## src/rtl/ghostbus_host_arb_pkg.sv

```systemverilog
// ghostbus_host_arb_pkg: shared state encoding and read-latency counter sizing for the host arbiter.
// Latency: n/a (types and constants only).
// Backpressure: n/a.
package ghostbus_host_arb_pkg;

   // Sequencer states; encoding is fixed so debug probes read the same values everywhere.
   typedef enum logic [1:0] {
      IDLE  = 2'd0,
      ISSUE = 2'd1,
      WAIT  = 2'd2,
      ACK   = 2'd3
   } state_t;

   // Width of the read-latency down-counter; holds RD_LAT-1 for RD_LAT up to 15.
   localparam int CNT_W = 4;

   // Value loaded into the counter on the read-strobe cycle so that gb_din is
   // sampled exactly rd_lat cycles after gb_re.
   function automatic logic [CNT_W-1:0] lat_load(input int rd_lat);
      return CNT_W'(rd_lat - 1);
   endfunction

endpackage

```

## src/rtl/ghostbus_host_arb_if.sv

```systemverilog
// ghostbus_host_arb_if: host-side ghostbus port (address, write data, strobes, read data).
// Latency: n/a (wires only); strobes are single-cycle, read data returns a fixed latency later.
// Backpressure: none on the bus itself; the arbiter serialises all traffic.
interface ghostbus_host_arb_if #(
   parameter int AW = 24,
   parameter int DW = 32
);
   logic [AW-1:0] gb_addr;
   logic [DW-1:0] gb_dout;
   logic          gb_we;
   logic          gb_re;
   logic [DW-1:0] gb_din;

   // Arbiter side drives address, data and strobes, and receives read data.
   modport master (
      output gb_addr,
      output gb_dout,
      output gb_we,
      output gb_re,
      input  gb_din
   );

   // Decoded bus tree side.
   modport slave (
      input  gb_addr,
      input  gb_dout,
      input  gb_we,
      input  gb_re,
      output gb_din
   );
endinterface

```

## src/rtl/ghostbus_arb_grant.sv

```systemverilog
// ghostbus_arb_grant: combinational grant select between the two host requesters.
// Latency: 0 cycles (pure combinational).
// Backpressure: none; build option GHOSTBUS_ARB_RR_EN switches ties from fixed priority to round-robin.
module ghostbus_arb_grant (
   input  logic req0,
   input  logic req1,
   input  logic last_grant,
   output logic gnt_valid,
   output logic gnt_idx
);

   // Pick a winner: a lone requester always wins; a tie goes to requester 0,
   // or to whichever requester was not granted last when round-robin is built in.
   always_comb begin
      gnt_valid = req0 | req1;
      gnt_idx   = 1'b0;
      if (req0 && req1) begin
`ifdef GHOSTBUS_ARB_RR_EN
         gnt_idx = ~last_grant;
`else
         gnt_idx = 1'b0;
`endif
      end else if (req1) begin
         gnt_idx = 1'b1;
      end
   end

`ifndef GHOSTBUS_ARB_RR_EN
   // Fixed priority ignores history; keep the input visibly consumed.
   logic last_grant_unused;
   assign last_grant_unused = last_grant;
`endif

endmodule

```

## src/rtl/ghostbus_host_arb.sv

```systemverilog
// ghostbus_host_arb: two-requester arbiter and sequencer for the single ghostbus host port.
// Latency: ack 2 cycles after the IDLE cycle that sees req for writes, RD_LAT+2 for reads.
// Backpressure: requesters hold req until their ack; losers and late arrivals stall, never dropped.
// Build option GHOSTBUS_ARB_RR_EN: round-robin tie-break instead of requester 0 always winning.
module ghostbus_host_arb
   import ghostbus_host_arb_pkg::*;
#(
   parameter int AW     = 24,
   parameter int DW     = 32,
   parameter int RD_LAT = 2
) (
   input  logic                clk,
   input  logic                rst,

   input  logic                req0,
   input  logic                we0,
   input  logic [AW-1:0]       addr0,
   input  logic [DW-1:0]       wdata0,
   output logic                ack0,
   output logic [DW-1:0]       rdata0,

   input  logic                req1,
   input  logic                we1,
   input  logic [AW-1:0]       addr1,
   input  logic [DW-1:0]       wdata1,
   output logic                ack1,
   output logic [DW-1:0]       rdata1,

   ghostbus_host_arb_if.master gb,

   output logic                busy
);

   state_t             state;
   state_t             state_nxt;

   logic               gnt_valid;
   logic               gnt_idx;
   logic               last_grant;

   // Transaction latched at grant time; address and data stay on the bus
   // until the next grant so the decoded tree sees stable values.
   logic               cur_idx;
   logic               cur_we;
   logic [AW-1:0]      addr_q;
   logic [DW-1:0]      dout_q;
   logic [CNT_W-1:0]   cnt;

   logic               grant_now;
   logic               capture_now;

   assign grant_now   = (state == IDLE) && gnt_valid;
   assign capture_now = (state == WAIT) && (cnt == '0);

   ghostbus_arb_grant u_grant (
      .req0       (req0),
      .req1       (req1),
      .last_grant (last_grant),
      .gnt_valid  (gnt_valid),
      .gnt_idx    (gnt_idx)
   );

   // State register; reset abandons any in-flight transaction.
   always_ff @(posedge clk) begin
      if (rst) begin
         state <= IDLE;
      end else begin
         state <= state_nxt;
      end
   end

   // Next-state: one issue cycle, a read waits out the bus latency, one ack cycle.
   always_comb begin
      state_nxt = state;
      case (state)
         IDLE:    if (gnt_valid) state_nxt = ISSUE;
         ISSUE:   state_nxt = cur_we ? ACK : WAIT;
         WAIT:    if (cnt == '0) state_nxt = ACK;
         ACK:     state_nxt = IDLE;
         default: state_nxt = IDLE;
      endcase
   end

   // Outputs decoded from state: strobes only in ISSUE, ack only in ACK.
   always_comb begin
      gb.gb_we = 1'b0;
      gb.gb_re = 1'b0;
      ack0     = 1'b0;
      ack1     = 1'b0;
      busy     = (state != IDLE);
      case (state)
         ISSUE: begin
            gb.gb_we = cur_we;
            gb.gb_re = ~cur_we;
         end
         ACK: begin
            ack0 = ~cur_idx;
            ack1 = cur_idx;
         end
         default: ;
      endcase
   end

   assign gb.gb_addr = addr_q;
   assign gb.gb_dout = dout_q;

   // Grant-time latch of the winner's request, grant history, and the read-latency counter.
   always_ff @(posedge clk) begin
      if (rst) begin
         cur_idx    <= 1'b0;
         cur_we     <= 1'b0;
         addr_q     <= '0;
         dout_q     <= '0;
         last_grant <= 1'b1;
         cnt        <= '0;
      end else begin
         if (grant_now) begin
            cur_idx    <= gnt_idx;
            last_grant <= gnt_idx;
            cur_we     <= gnt_idx ? we1    : we0;
            addr_q     <= gnt_idx ? addr1  : addr0;
            dout_q     <= gnt_idx ? wdata1 : wdata0;
         end
         if ((state == ISSUE) && !cur_we) begin
            cnt <= lat_load(RD_LAT);
         end else if ((state == WAIT) && (cnt != '0)) begin
            cnt <= cnt - 1'b1;
         end
      end
   end

   // Read data return: only the granted requester's register is updated.
   always_ff @(posedge clk) begin
      if (rst) begin
         rdata0 <= '0;
         rdata1 <= '0;
      end else if (capture_now) begin
         if (cur_idx) begin
            rdata1 <= gb.gb_din;
         end else begin
            rdata0 <= gb.gb_din;
         end
      end
   end

endmodule
```

## src/flat_wrapper.sv

```systemverilog
// flat-port wrapper written by rule: the top's interface ports become plain ports
module ghostbus_host_arb_flat import ghostbus_host_arb_pkg::*;
#(
   parameter int AW     = 24,
   parameter int DW     = 32,
   parameter int RD_LAT = 2
)
  (clk, rst, req0, we0, addr0, wdata0, ack0, rdata0, req1, we1, addr1, wdata1, ack1, rdata1, busy, gb_gb_addr, gb_gb_dout, gb_gb_we, gb_gb_re, gb_gb_din);
  ghostbus_host_arb_if #(.AW(AW), .DW(DW)) gb_i ();
  input  logic clk;
  input  logic rst;
  input  logic req0;
  input  logic we0;
  input  logic [AW-1:0] addr0;
  input  logic [DW-1:0] wdata0;
  output logic ack0;
  output logic [DW-1:0] rdata0;
  input  logic req1;
  input  logic we1;
  input  logic [AW-1:0] addr1;
  input  logic [DW-1:0] wdata1;
  output logic ack1;
  output logic [DW-1:0] rdata1;
  output logic busy;
  output wire logic [$bits(gb_i.gb_addr)-1:0] gb_gb_addr;
  output wire logic [$bits(gb_i.gb_dout)-1:0] gb_gb_dout;
  output wire logic [$bits(gb_i.gb_we)-1:0] gb_gb_we;
  output wire logic [$bits(gb_i.gb_re)-1:0] gb_gb_re;
  input wire logic [$bits(gb_i.gb_din)-1:0] gb_gb_din;
  assign gb_gb_addr = gb_i.gb_addr;
  assign gb_gb_dout = gb_i.gb_dout;
  assign gb_gb_we = gb_i.gb_we;
  assign gb_gb_re = gb_i.gb_re;
  assign gb_i.gb_din = gb_gb_din;
  ghostbus_host_arb #(.AW(AW), .DW(DW), .RD_LAT(RD_LAT)) u_core (.clk(clk), .rst(rst), .req0(req0), .we0(we0), .addr0(addr0), .wdata0(wdata0), .ack0(ack0), .rdata0(rdata0), .req1(req1), .we1(we1), .addr1(addr1), .wdata1(wdata1), .ack1(ack1), .rdata1(rdata1), .gb(gb_i), .busy(busy));
endmodule
```

## config.mk

```make
export PLATFORM = sky130hd
export DESIGN_NAME = ghostbus_host_arb_flat
export DESIGN_NICKNAME = d
export VERILOG_FILES = /design/src/rtl/ghostbus_host_arb_pkg.sv /design/src/rtl/ghostbus_host_arb_if.sv /design/src/rtl/ghostbus_arb_grant.sv /design/src/rtl/ghostbus_host_arb.sv /design/src/flat_wrapper.sv
export SDC_FILE = /design/constraint.sdc
export NUM_CORES = 1
export LEC_CHECK = 0
export CAP_MARGIN = 15
export CELL_PAD_IN_SITES_DETAIL_PLACEMENT = 1
export CELL_PAD_IN_SITES_GLOBAL_PLACEMENT = 1
export CORE_MARGIN = 4
export CORE_UTILIZATION = 30
export DETAILED_ROUTE_END_ITERATION = 8
export MAX_ROUTING_LAYER = met4
export PLACE_DENSITY_LB_ADDON = 0.2
export SLEW_MARGIN = 20
export SYNTH_ARGS = -nofsm -noshare
export SYNTH_HDL_FRONTEND = slang
export SYNTH_HIERARCHICAL = 1
export SYNTH_SLANG_ARGS = --single-unit
```

## constraint.sdc

```tcl
create_clock -name clk -period 3.74 [get_ports clk]
set_clock_uncertainty 0.15 [all_clocks]
set_input_delay 0.561 -clock clk [delete_from_list [all_inputs] [get_ports clk]]
set_output_delay 0.561 -clock clk [all_outputs]
set_load 0.1 [all_outputs]
```

# Yosys cells after proc, flatten, opt, wreduce, memory -nomap -nowiden
# Index checks and enable logic that the tools add are counted.
# W data, S select, Z words.
dict set report totals {
  out_inout_bits 125
  ff_bits 128
  word_cells 48
}
dict set report op_classes {
  eq_ne 5
  add_sub_neg 1
  muxes 15
  bitwise 3
  n_reduce_logical 15
}
# operator n
set op_table {}
lappend op_table {{$mux W32} 1}
lappend op_table {{$mux W24} 1}
lappend op_table {{$mux W1} 10}
lappend op_table {{$pmux W2 S4} 1}
lappend op_table {{$reduce_and A2 Y1} 3}
lappend op_table {{$logic_and A1 B1 Y1} 5}
lappend op_table {{$eq A2 B2 Y1 const B} 2}
lappend op_table {{$logic_not A4 Y1} 1}
lappend op_table {{$mux W2} 2}
lappend op_table {{$reduce_bool A2 Y1} 2}
lappend op_table {{$reduce_bool A4 Y1} 1}
lappend op_table {{$sub A4 B1 Y4 const B} 1}
lappend op_table {{$eq A2 B1 Y1 const B} 1}
lappend op_table {{$logic_not A2 Y1} 1}
lappend op_table {{$ne A2 B1 Y1 const B} 1}
lappend op_table {{$ne A2 B2 Y1 const B} 1}
lappend op_table {{$not A1 Y1} 2}
lappend op_table {{$reduce_or A2 Y1} 1}
lappend op_table {{$logic_not A1 Y1} 1}
lappend op_table {{$or A1 B1 Y1} 1}

# Longest topological paths before layout
dict set report depth {
  word_depth 4
  depth_mapped 8
}

# Cells and area by module
# Netlist, hierarchy kept.
# module cells_each area_each_um2 instances seq_area_each_um2
set by_module_without_submodules {}
lappend by_module_without_submodules {ghostbus_host_arb 588 5250.0 1 2582.5}
lappend by_module_without_submodules {ghostbus_arb_grant 2 12.5 1 0.0}

# Least setup slack after synthesis
# No wires, ideal clock.
dict set report synth_path {
  path_type {register -> output}
  from {register u_core.state[1]}
  to {output ack0}
  path_buffers 0
  t_arrival_ns 1.873
  setup_slack_ns 1.156
  required_ns 3.029
  path_stages_with_launch 3
  path_cell_list {dfxtp_1 > ha_1 > nor2b_1}
}
dict set report synth_via {
  elab_chain_len 2
}
# element line_no
set synth_lines {}
lappend synth_lines {{from (decl)} ghostbus_host_arb.sv:34} ;# state_t state;
lappend synth_lines {{from (signal assigned)} ghostbus_host_arb.sv:68} ;# state <= state_nxt;
lappend synth_lines {{$eq A2 B2 Y1} ghostbus_host_arb.sv:91} ;# case (state)
lappend synth_lines {{$mux W1} ghostbus_host_arb.sv:91}
lappend synth_lines {{to (decl)} flat_wrapper.sv:16} ;# output logic ack0;
# Every way passes these cells.

# Worst setup path in the final report
dict set report layout_path {
  from {register u_core.addr_q[23], in the netlist u_core/gb.gb_addr[23]}
  to {output gb_gb_addr[23]}
}
# element line_no
set layout_lines {}
lappend layout_lines {{from (decl)} ghostbus_host_arb.sv:45} ;# logic [AW-1:0] addr_q;
lappend layout_lines {{from (signal assigned)} ghostbus_host_arb.sv:121} ;# addr_q <= gnt_idx ? addr1 : addr0;
lappend layout_lines {{to (decl)} flat_wrapper.sv:25} ;# output wire logic [$bits(gb_i.gb_addr)-1:0] gb_gb_addr;
# No word-level cell between the ends.

==> impl_summary.log <==
[metrics] result of the run: finished clean
[metrics] final RePlAce weighted congestion: about 0.75
[metrics] root buffer cell: sky130_fd_sc_hd__clkbuf_16
[metrics] post-CTS setup buffer count: 0
[metrics] antenna cell count: 0
[metrics] number of antenna violations at the first check in global routing: 0
[metrics] mapped cell area: roughly 5200 sq um
[metrics] Post-Place Setup Slack: between 0.8 and 0.9 ns
[metrics] core region area: ~17,000 sq um
[metrics] aggregate routed wire length: about 18 mm
[metrics] total of buffers placed on input and output ports: between 200 and 300
[metrics] worst hold-check path type: register to register
[metrics] per-cell routed wire length: around 17 microns
[metrics] peak ir drop on the vdd network: roughly 0.00034 V
[metrics] vertical die dimension: 140.1 microns
[metrics] setup repair after global routing missed its margin: false
[metrics] vias in the first global route: approximately 5.5k
[metrics] crit start category: register
[metrics] Layout Nets: 996
[metrics] Std-Cell Rows: 48
[metrics] crit-path max FO: 2
[metrics] number of resized instances in the post-cts repair step: 0
[metrics] proportion of layout cells with a drive suffix above 1: 0.05758
[metrics] filler-free cell count of the finished design: approximately 1.1k
[metrics] required time worst endpoint: 3.03 ns
[metrics] setup slack after layout: between 1 and 1.5 ns
[metrics] remaining global-route overflow: 0
[metrics] fmax: about 370 MHz
[metrics] overall fraction of global-route tracks in use: 0.1896
[metrics] yosys warns: 6
[metrics] gate count of the mapped netlist: between 500 and 600
[metrics] largest net degree at the start of global routing: 65
[metrics] Largest stage delay, worst path: approximately 1.2 ns
[metrics] iteration-0 DRC count of the detailed router: 175
[metrics] commonest cells after routing, fill and taps aside: sky130_fd_sc_hd__clkdlybuf4s50_1 (268), sky130_fd_sc_hd__nand2_1 (132), sky130_fd_sc_hd__dfxtp_1 (128)
[metrics] initial core utilization: 0.3047
[metrics] Final TNS setup: 0 ns
[metrics] remaining routing DRC violations: 0
[metrics] leakage power of the design: approximately 0.0031 uW
[metrics] final hold viol count: 0
[metrics] Final setup viols: 0
[metrics] CTS buffer count: 17
[metrics] area enclosed by the die boundary: between 15,000 and 20,000 sq um
[metrics] via count: roughly 5k
[metrics] I/O pins: 275
[metrics] most common cell after layout, fill and taps aside: sky130_fd_sc_hd__clkdlybuf4s50_1
[metrics] worst hold slack after final layout: between 0.3 and 0.4 ns
[metrics] fin crit share: 0.7169
[metrics] number of pins with negative max-slew slack in the final report: 0
[metrics] crit path time final: between 2 and 3 ns
[metrics] Placed Cells incl. Taps: ~1.0k
[metrics] detailed placement HPWL: around 14 mm
[metrics] power density of the placed cells: roughly 840 nW/um^2
[metrics] TritonRoute pass-1 iters: 4
[metrics] library cell contributing the largest single delay on the critical path: sky130_fd_sc_hd__clkdlybuf4s50_1
[metrics] crit-path leading delay family: buffers and inverters
[metrics] drt via density: around 4.7
[metrics] Avg Inst Size Synth: slightly below 9 sq um
[metrics] type of the worst setup path: register to output port
[metrics] clock-pin slew on the worst setup and hold paths: about 0.05 ns
[metrics] sort of element at the end of the critical path: output port
[metrics] Cell Chain, Critical Path: clkdlybuf4s50_1
[metrics] max-cap check violation count: 0
[metrics] Clock Tree Buf Depth: 2
[metrics] clock insertion delay at the later pin of the skew report: ~0.4 ns
[metrics] TritonCTS clock tree: done
[metrics] hold buffer count at CTS: 0
[metrics] Clock Sinks: approximately 130
[metrics] Synth Net Count: around 740
[metrics] chip width: ~140 microns
[metrics] worst-margin pin slew: ~1.1 ns
[metrics] P&R area growth vs syn: 64.86%
[metrics] ANT nets after route: 0
[metrics] Relative slew margins: 0.2768
[metrics] critical path arrival: about 2 ns
[metrics] first-pass GRT wire length: ~29 mm
[metrics] number of buffers and inverters on the critical path: 1
[metrics] H-tree level count: 4
power by group:
part           switching, uW  internal (uW)
clock                    569           1060
sequential               169           1660
combinational           2850            933
area by class of cell:
cell class	count	area, sq um
Fill cell	1959	8548
Timing Repair Buffer	282	2825
Sequential cell	128	2562
Multi-Input combinational cell	405	2355
Clock buffer	24	501.7
Tap cell	225	281.5
Clock inverter	6	80.08
Inverter	6	22.52
routing by layer:
layer  wire [microns]  track usage
met2             9051       0.3213
met3             1439      0.06931
met4              309      0.06170
met5                0            -
met1             7528       0.2072
flip-flops by register name, summed over array words and instances (netlist names):
signal,flops
u_core/cur_idx,1
u_core/gb.gb_addr,24
u_core/rdata1,32
u_core/rdata0,32
u_core/cnt,4
u_core/state,2
u_core/gb.gb_dout,32
u_core/cur_we,1
through the flow:
step | utilization | area [sq um] | power, uW
after CTS | 0.5023 | 8628 | 7313
after detailed placement | 0.4685 | 8046 | 5650
after global placement | 0.4685 | 8046 | 5568
after floorplan | - | 5234 | 4716
after global routing | 0.5023 | 8628 | 7570
final | 0.5023 | 8628 | 7234
path summary, 6_finish.rpt:
kind,startpoint,to,slack [ns],cells past startpoint
worst max-delay path,u_core/gb.gb_addr[23],gb_gb_addr[23],1.06,1
worst min-delay path,u_core/rdata0[6],u_core/rdata0[6],0.30,2
worst max register to register,u_core/state[0],u_core/gb.gb_addr[22],1.62,6
worst min register to register,u_core/rdata0[6],u_core/rdata0[6],0.30,2
No activity file was read; power rests on OpenSTA's default activity.
